$ cat src/rtl/dpram_burst_master.sv
// Burst initiator for one port of the dual-port byte RAM: accepts read/write burst
// commands and drives the RAM strobes from registers, buffering read data in a small FIFO.
module dpram_burst_master #(
  parameter int DEPTH  = 1025,
  parameter int ADDR_W = 11,
  parameter int DATA_W = 8,
  parameter int OBUF   = 4
) (
  input  logic              clk,
  input  logic              reset,
  input  logic              cmd_valid,
  output logic              cmd_ready,
  input  logic              cmd_write,
  input  logic [ADDR_W-1:0] cmd_addr,
  input  logic [ADDR_W-1:0] cmd_len,
  input  logic              wr_valid,
  output logic              wr_ready,
  input  logic [DATA_W-1:0] wr_data,
  output logic              rd_valid,
  input  logic              rd_ready,
  output logic [DATA_W-1:0] rd_data,
  output logic              busy,
  output logic              done,
  output logic [DATA_W-1:0] mem_data,
  output logic [ADDR_W-1:0] mem_address,
  output logic              mem_wr_en,
  output logic              mem_chipsel,
  output logic              mem_outen,
  input  logic [DATA_W-1:0] mem_dataout
);

  localparam int PTR_W = (OBUF > 1) ? $clog2(OBUF) : 1;
  localparam int CNT_W = $clog2(OBUF + 1);
  localparam int SUM_W = CNT_W + 1;

  typedef enum logic [1:0] {IDLE, WRITE, READ} state_t;

  state_t            state;
  logic [ADDR_W-1:0] addr;
  logic [ADDR_W-1:0] issue_left;
  logic [ADDR_W-1:0] pop_left;
  logic              issue_pend;
  logic              pipe_v1;
  logic              pipe_v2;

  logic [DATA_W-1:0] fifo_mem [OBUF];
  logic [PTR_W-1:0]  wr_ptr;
  logic [PTR_W-1:0]  rd_ptr;
  logic [CNT_W-1:0]  fifo_count;

  logic              push;
  logic              pop;
  logic              issue;
  logic              wr_fire;
  logic              cmd_fire;
  logic [SUM_W-1:0]  occupancy;
  logic [ADDR_W-1:0] addr_next;

  // Reads in flight are counted against the FIFO so every issued read has a slot waiting for it.
  always_comb begin
    occupancy = SUM_W'(fifo_count) + SUM_W'(pipe_v1) + SUM_W'(pipe_v2);
    issue     = (state == READ) && issue_pend && (occupancy < SUM_W'(OBUF));
    push      = pipe_v2;
    pop       = (fifo_count != '0) && rd_ready;
    wr_fire   = wr_valid && wr_ready;
    cmd_fire  = cmd_valid && cmd_ready;
    addr_next = (addr == ADDR_W'(DEPTH - 1)) ? '0 : addr + ADDR_W'(1);
  end

  assign rd_valid = (fifo_count != '0);
  assign rd_data  = fifo_mem[rd_ptr];
  assign busy     = (state != IDLE);

  always_ff @(posedge clk or posedge reset) begin
    if (reset) begin
      state       <= IDLE;
      cmd_ready   <= 1'b0;
      wr_ready    <= 1'b0;
      done        <= 1'b0;
      mem_data    <= '0;
      mem_address <= '0;
      mem_wr_en   <= 1'b0;
      mem_chipsel <= 1'b0;
      mem_outen   <= 1'b0;
      addr        <= '0;
      issue_left  <= '0;
      pop_left    <= '0;
      issue_pend  <= 1'b0;
      pipe_v1     <= 1'b0;
      pipe_v2     <= 1'b0;
    end else begin
      done        <= 1'b0;
      mem_wr_en   <= 1'b0;
      mem_chipsel <= 1'b0;
      mem_outen   <= 1'b0;
      pipe_v1     <= issue;
      pipe_v2     <= pipe_v1;
      case (state)
        IDLE: begin
          cmd_ready <= 1'b1;
          if (cmd_fire) begin
            addr       <= cmd_addr;
            issue_left <= cmd_len;
            pop_left   <= cmd_len;
            cmd_ready  <= 1'b0;
            if (cmd_write) begin
              state    <= WRITE;
              wr_ready <= 1'b1;
            end else begin
              state      <= READ;
              issue_pend <= 1'b1;
            end
          end
        end
        WRITE: begin
          if (wr_fire) begin
            mem_chipsel <= 1'b1;
            mem_wr_en   <= 1'b1;
            mem_address <= addr;
            mem_data    <= wr_data;
            addr        <= addr_next;
            if (issue_left == '0) begin
              done      <= 1'b1;
              state     <= IDLE;
              wr_ready  <= 1'b0;
              cmd_ready <= 1'b1;
            end else begin
              issue_left <= issue_left - ADDR_W'(1);
            end
          end
        end
        READ: begin
          if (issue) begin
            mem_chipsel <= 1'b1;
            mem_outen   <= 1'b1;
            mem_address <= addr;
            addr        <= addr_next;
            if (issue_left == '0) issue_pend <= 1'b0;
            else                  issue_left <= issue_left - ADDR_W'(1);
          end
          // The burst ends only when the consumer has taken the last beat, not when it was issued.
          if (pop) begin
            if (pop_left == '0) begin
              done      <= 1'b1;
              state     <= IDLE;
              cmd_ready <= 1'b1;
            end else begin
              pop_left <= pop_left - ADDR_W'(1);
            end
          end
        end
        default: state <= IDLE;
      endcase
    end
  end

  always_ff @(posedge clk) begin
    if (push) fifo_mem[wr_ptr] <= mem_dataout;
  end

  always_ff @(posedge clk or posedge reset) begin
    if (reset) begin
      wr_ptr     <= '0;
      rd_ptr     <= '0;
      fifo_count <= '0;
    end else begin
      if (push) wr_ptr <= (wr_ptr == PTR_W'(OBUF - 1)) ? '0 : wr_ptr + PTR_W'(1);
      if (pop)  rd_ptr <= (rd_ptr == PTR_W'(OBUF - 1)) ? '0 : rd_ptr + PTR_W'(1);
      if (push && !pop)      fifo_count <= fifo_count + CNT_W'(1);
      else if (pop && !push) fifo_count <= fifo_count - CNT_W'(1);
    end
  end

endmodule

$ cat config.mk
export PLATFORM = sky130hd
export DESIGN_NAME = dpram_burst_master
export DESIGN_NICKNAME = d
export VERILOG_FILES = /design/src/rtl/dpram_burst_master.sv
export SDC_FILE = /design/constraint.sdc
export NUM_CORES = 1
export LEC_CHECK = 0
export BUFFER_PORTS_ARGS = -buffer_cell sky130_fd_sc_hd__buf_4
export CORE_AREA = 5 5 102 104
export CTS_CLUSTER_SIZE = 28
export DETAILED_ROUTE_END_ITERATION = 8
export DIE_AREA = 0 0 107 109
export PLACE_DENSITY = 0.81
export SLEW_MARGIN = 25
export SYNTH_ARGS = -nofsm -noshare
export SYNTH_HDL_FRONTEND = slang
export SYNTH_SLANG_ARGS = --single-unit
$ cat constraint.sdc
create_clock -name clk -period 2.7 [get_ports clk]
set_input_delay 0.54 -clock clk [delete_from_list [all_inputs] [get_ports clk]]
set_output_delay 0.54 -clock clk [all_outputs]
set_load 0.01 [all_outputs]
# Word-level counts from Yosys, hierarchy flattened
# Memory sizes are Yosys's and may differ from the RTL's.
# Cells that the tools add are included.
[totals]
reg_bits = 70
ram_bits = 32
word_cells = 125
n_memories = 1
[mem_list]
columns = ["memory", "depth", "word_bits", "rd", "rd_ports_with_merged_regs", "wr", "line", "rtl"]
rows = [
  ["fifo_mem", 4, 8, 1, 0, 1, "46", "logic [DATA_W-1:0] fifo_mem [OBUF];"],
]
[op_classes]
addsub = 9
order_cmp = 1
eq_ne = 15
n_mux = 54
reduce_logical = 27
[ops]
columns = ["cell", "count"]
rows = [
  ["$mux 11", 12],
  ["$pmux 11 s3", 2],
  ["$pmux 11 s2", 2],
  ["$logic_not 11->1", 2],
  ["$mux 1", 22],
  ["$sub 11x1->11 const B", 2],
  ["$reduce_and 5->1", 4],
  ["$mux 2", 8],
  ["$ne 2x2->1 const B", 8],
  ["$add 11x1->11 const B", 1],
  ["$eq 11x11->1 const B", 1],
  ["$reduce_bool 2->1", 5],
  ["$pmux 1 s2", 4],
  ["$reduce_and 4->1", 2],
  ["$logic_and 1x1->1", 7],
  ["$eq 2x2->1 const B", 3],
  ["$mux 3", 2],
  ["$pmux 2 s3", 1],
  ["$reduce_bool 3->1", 2],
  ["$add 2x1->2 const B", 2],
  ["$add 3x1->4", 1],
  ["$add 4x1->4", 1],
  ["$lt 4x3->1 const B", 1],
  ["$ne 2x1->1 const B", 2],
  ["8 further kinds", 9],
]

# Depth between registers and ports, before layout
# Gate-level depths: netlist of the first run.
[logic_depth]
ltp_word = 6
ltp_mapped = 9
ltp_nobuf = 8

# Worst setup path before layout of the first run
# No wires, ideal clock.
[synth_timing]
path_type = "reg2reg"
startpoint = "register issue_left[0]"
endpoint = "register cmd_ready"
setup_ns = 0.125
arrival_time_ns = 2.217
required_time_ns = 2.575
setup_slack_ns = 0.358
path_stages_with_launch = 8
cell_sequence = "dfrtp_1 > inv_1 > ha_1 > or4b_4 > or4_4 > o21ai_2 > nand3b_1 > mux2_4"
[synth_between]
elab_chain_len = 3
[synth_rtl]
columns = ["element", "line", "rtl"]
rows = [
  ["start: declaration", "40", "logic [ADDR_W-1:0] issue_left;"],
  ["start signal: assignment", "103", "issue_left <= cmd_len;"],
  ["start signal: assignment", "128", "issue_left <= issue_left - ADDR_W'(1);"],
  ["start signal: assignment", "139", "else issue_left <= issue_left - ADDR_W'(1);"],
  ["$logic_not 11->1", "122", "if (issue_left == '0) begin"],
  ["$ne 2x2->1 (no line)", "n/a", ""],
  ["$reduce_and 5->1 (no line)", "n/a", ""],
  ["end signal: assignment", "105", "cmd_ready <= 1'b0;"],
  ["end signal: assignment", "126", "cmd_ready <= 1'b1;"],
  ["end signal: assignment", "146", "cmd_ready <= 1'b1;"],
  ["end: declaration", "12", "output logic cmd_ready,"],
]
# Every way passes these cells.
# A chain may end at the register's enable or synchronous reset.

# Final worst setup path of the first run
# Ends and elaborated chain as after synthesis.

==> reports/results.ini, run 1 <==
[cts]
cts_tree = yes
cts_sinks = 102
cts_buffers = 9
htreeDepth = 3
postCtsSetupBuffers = 0
clockBufferDepth = 2
insertion_delay_ns = 0.35
postCtsHoldBufs = 0
cts_resized = 0
clockRootBuffer = clkbuf_8
clkTransAtPathRegs_ns = 0.10

[route]
first_pass_iters = 5
drt_iter0_markers = 139
drtAntennaViolNets = 0
routedWlPerCell_um = 17.4
route.detailed.drc = 0
via_per_inst = 5.97
routed_wl_mm = 11.0
vias = 3776

[synthesis]
synth-edff-count = 32
synth_cells = 433
yosys-top-cells-area = dfrtp_1 (35%), edfxtp_1 (19%), mux2_2 (5.0%), ha_1 (3.8%), mux4_2 (3.6%)
ys_types = 63
yosysTopAreaCellShare = 0.350
avgSynthCellArea_um2 = 11.5
synth_warnings = 0
netlist_area_um2 = 5000
syn_nets = 493
synthArstFlopShare = 0.686
synth.largest_area_cell = dfrtp_1
ys_seq_elements = 102
seq_area_frac_synth = 0.543
synth_flop_cell = dfrtp_1

[placement]
gp_congestion = 0.930
place_area_um2 = 5760
place_hpwl_mm = 8.07
place_inst = 617
dp_slack_ns = 0.241
io_buffers = 78

[finish]
syn2layout_area_growth_pct = 19.7
post-route-util = 0.633
layout.nets = 574
final_common_cell = buf_4
fill_cells = 759
final_cell_mix = buf_4 (88), dfrtp_1 (70), edfxtp_1 (32)
n_antenna_cell = 0
multiInputGateArea_um2 = 2120
seq_area_um2 = 2710
stdcell_count = 633
design_area_um2 = 5990
drive_gt1_frac = 0.281

[worst_setup_path]
startpoint_type = register
end_kind = register
crit_path_max_fanout = 5
cp_data_required_time_ns = 2.95
crit_arrival_ns = 2.77
path_class = register to register

[pwr]
swShare = 0.393
seq_power_share = 0.379
pwr-share-clk = 0.148
p_int_uw = 4330
peakVddDrop_mv = 0.637
power_switching_uw = 2810
cellLeakagePower_uw = 0.00253
combPwrFrac = 0.473
p_per_area_nw_per_um2 = 1190

[grt]
grt_pass1_wl_mm = 18.4
grt_pass1_vias = 3699
track_usage = 0.200
antenna_found_initial = 0
gr-total-overflow = 0
grt_max_degree = 66

[die]
rows = 36
start_util = 0.528
die_h_um = 109
dieWidth_um = 107
core_um2 = 9460
dieArea_um2 = 11700
io_pins = 79

[timing]
finalSetupViolCount = 0
setup_tns_ns = 0
maxSlewViolCount = 0
worst_pin_slew_ns = 0.824
slew_headroom = 0.443
setup_ws_ns = 0.175
finalCritPeriodShare = 0.935
fmax_mhz = 396
finalCriticalPeriod_ns = 2.53
rsz0062_at_grt = false
clock-skew-final_ns = 0.0124
hold_viol = 0

[outcome]
status = completed

[job]
drv_cap = 0

[worst_hold_path]
hp-class = input port to async pin

## final cells by class
class / count / share of cell area
sequential: 102 / 0.453
timing repair buffer: 90 / 0.117
clock buffer: 9 / 0.0207
tap: 114 / 0.0238
clock inverter: 7 / 0.0163
inverter: 24 / 0.0151
multi-input combinational: 287 / 0.354
## power by group through the flow
stage / clock network, uW / logic [uW] / registers, uW
floorplan: 0 / 2340 / 2610
global placement: 0 / 3270 / 2700
detailed placement: 0 / 3390 / 2740
CTS: 1080 / 3400 / 2710
global route: 1150 / 3750 / 2810
finish: 1060 / 3380 / 2700
## cell usage after synthesis (3+ instances only)
| cell | n |
|---|---|
| mux4_2 | 8 |
| dfrtp_1 | 70 |
| nand4_1 | 5 |
| a21oi_1 | 22 |
| ha_1 | 15 |
| a221o_1 | 4 |
| o22ai_1 | 7 |
| inv_1 | 24 |
| nand2_1 | 21 |
| mux2_2 | 22 |
| a22o_1 | 4 |
| edfxtp_1 | 32 |
| or4_1 | 3 |
| nor4_1 | 5 |
| a211oi_1 | 5 |
| and3_1 | 4 |
| mux2i_1 | 6 |
| nor3_1 | 18 |
| nor2_1 | 26 |
| o31a_1 | 3 |
| nand2b_1 | 3 |
| and2_1 | 9 |
| o21ai_1 | 3 |
| nand3_1 | 11 |
| a31oi_1 | 4 |
| clkbuf_1 | 16 |
| nor4b_1 | 5 |
| o21ai_0 | 27 |
## critical path, cell delays in order (launching register included)
cell and delay (ns):
dfrtp_1 0.39, inv_1 0.14, ha_1 0.22, or4b_4 0.52, or4_4 0.54, o21ai_2 0.17
nand3b_1 0.13, mux2_4 0.31
## logic make-up after synthesis
kind of cell	count (synthesis)	share of synthesized area
AOI/OAI and AO/OA	106	0.140
xor gates and xnor gates	3	0.00526
adders and majority gates	16	0.0416
buffers and inverters	44	0.0335
DFF	102	0.543
muxes	37	0.101
and+or+nand+nor	125	0.136
## metrics by stage
stage / total power [uW] / hold WS, ns
2_1_floorplan: 4950 / 0.354
3_3_place_gp: 5970 / 0.367
3_5_place_dp: 6130 / 0.370
4_1_cts: 7190 / 0.0639
5_1_grt: 7710 / 0.0472
6_report: 7140 / 0.0730
## flip-flops by register name, summed over array words and instances (netlist names), 3 cells and up
register,count
addr,11
issue_left,11
pop_left,11
fifo_count,3
mem_address,11
mem_data,8
fifo_mem,32
## worst paths after layout
| check | start | end | slack [ns] | depth (start not counted) |
|---|---|---|---|---|
| worst max-delay path | issue_left[0] | cmd_ready | 0.17 | 7 |
| worst min-delay path | reset | mem_data[3] | 0.07 | 2 |
| worst max register to register | issue_left[0] | cmd_ready | 0.17 | 7 |
| worst min register to register | pipe_v1 | pipe_v2 | 0.38 | 0 |
| max in group asynchronous | reset | mem_outen | 2.04 | 3 |
| min in group clk | pipe_v1 | pipe_v2 | 0.38 | 0 |
## layer usage
layer | part of all wire | GRT usage
met4 | 0.013 | 0.0676
met1 | 0.44 | 0.279
met3 | 0.057 | 0.0414
met5 | 0 | 0
met2 | 0.49 | 0.317
No activity file was read; power rests on OpenSTA's default activity.
==> run 2, diff against run 1 <==
--- a/config.mk
+++ b/config.mk
@@ -10,7 +10,7 @@
 export CTS_CLUSTER_SIZE = 28
 export DETAILED_ROUTE_END_ITERATION = 8
 export DIE_AREA = 0 0 107 109
-export PLACE_DENSITY = 0.81
+export PLACE_DENSITY = 0.83
 export SLEW_MARGIN = 25
 export SYNTH_ARGS = -nofsm -noshare
 export SYNTH_HDL_FRONTEND = slang
==> reports/results.ini, run 2 (same netlist as run 1, synthesis figures left out) <==
[cts]
cts_tree = yes
insertion_delay_ns = 0.36
postCtsSetupBuffers = 0
cts_sinks = 102
clockBufferDepth = 2
htreeDepth = 3
clkTransAtPathRegs_ns = 0.11
postCtsHoldBufs = 0
cts_buffers = 9
clockRootBuffer = clkbuf_8

[timing]
setup_tns_ns = 0
rsz0062_at_grt = false
finalCriticalPeriod_ns = 2.53
worst_pin_slew_ns = 0.752
finalCritPeriodShare = 0.939
maxSlewViolCount = 0
fmax_mhz = 395
slew_headroom = 0.491
finalSetupViolCount = 0
clock-skew-final_ns = 0.0115
hold_viol = 0

[die]
io_pins = 79
rows = 36
core_um2 = 9460
dieWidth_um = 107
dieArea_um2 = 11700
die_h_um = 109
start_util = 0.528

[route]
route.detailed.drc = 0
vias = 3773
first_pass_iters = 5
drtAntennaViolNets = 0
drt_iter0_markers = 154
via_per_inst = 5.97
routed_wl_mm = 11.3
routedWlPerCell_um = 17.9

[worst_setup_path]
crit_path_max_fanout = 5
cp_data_required_time_ns = 2.95
crit_arrival_ns = 2.78
startpoint_type = register
path_class = register to register
end_kind = register
r2r_slack_ns = 0.17
worst-r2r-cell-count = 7

[finish]
seq_area_um2 = 2710
stdcell_count = 632
largest_register_ffs = 32
syn2layout_area_growth_pct = 19.2
fill_cells = 724
layout.nets = 573
top_register = fifo_mem
final_cell_mix = buf_4 (88), dfrtp_1 (70), edfxtp_1 (32)
multiInputGateArea_um2 = 2120
drive_gt1_frac = 0.282
final_common_cell = buf_4
n_antenna_cell = 0

[placement]
io_buffers = 78
place_inst = 616
place_hpwl_mm = 8.34
gp_congestion = 0.896

[pwr]
peakVddDrop_mv = 0.660
cellLeakagePower_uw = 0.00251
p_per_area_nw_per_um2 = 1190
finalPower_uw = 7100

[grt]
grt_pass1_vias = 3761
grt_max_degree = 45
antenna_found_initial = 0
grt_pass1_wl_mm = 18.9
track_usage = 0.206
gr-total-overflow = 0

[outcome]
status = completed

[worst_hold_path]
hp-class = input port to async pin

[job]
drv_cap = 0

## run 2: routing by layer
layer  routed length (um)  global-route usage  vias up
met4                  250              0.0767        0
met1                 4970               0.282     1833
met5                    0                   0        -
li1                     -                   -     1785
met3                  524              0.0302       24
met2                 5570               0.335      131
## run 2: stage by stage
stage	setup slack [ns]	cell area [um^2]	hold slack (ns)	util
after floorplan	0.358	5000	0.354	-
after global placement	0.263	5740	0.365	0.607
after detailed placement	0.198	5740	0.362	0.607
after CTS	0.175	5950	0.268	0.629
after global routing	0.0387	5960	0.299	0.630
final	0.165	5960	0.252	0.630
## run 2: repair_timing
| item | 4_1_cts | 5_1_grt |
|---|---|---|
| resized for setup | 0 | 1 |
| hold endpoints to repair | 0 | 0 |
| setup endpoints to repair | 0 | 1 |
## run 2: critical path: stages, from the launching register on
cell      delay, ns
dfrtp_1        0.39
inv_1          0.13
ha_1           0.24
or4b_4         0.52
or4_4          0.55
o21ai_2        0.15
nand3b_1       0.12
mux2_4         0.32
## run 2: where the power goes
part	total (uW)	leakage (uW)	internal (uW)	switching [uW]
Combinational	3370	0.00128	1620	1740
Sequential	2720	0.00113	2150	569
Clock	1020	0.000104	450	568
Total	7100	0.00251	4220	2880
## run 2: area by class of cell
cell class	instances	share of cell area
clock inverter	7	0.0145
multi-input combinational	287	0.356
inverter	24	0.0151
clock buffer	9	0.0208
sequential	102	0.455
timing repair buffer	89	0.114
tap	114	0.0239
## run 2: worst paths after layout
| path | endpoint | start |
|---|---|---|
| setup / recovery | cmd_ready | issue_left[0] |
| min in group clk | fifo_mem[0][6] | mem_dataout[6] |
| max in group asynchronous | pop_left[10] | reset |
| setup reg to reg | cmd_ready | issue_left[0] |
| hold reg to reg | pipe_v2 | pipe_v1 |
| hold / removal | mem_wr_en | reset |
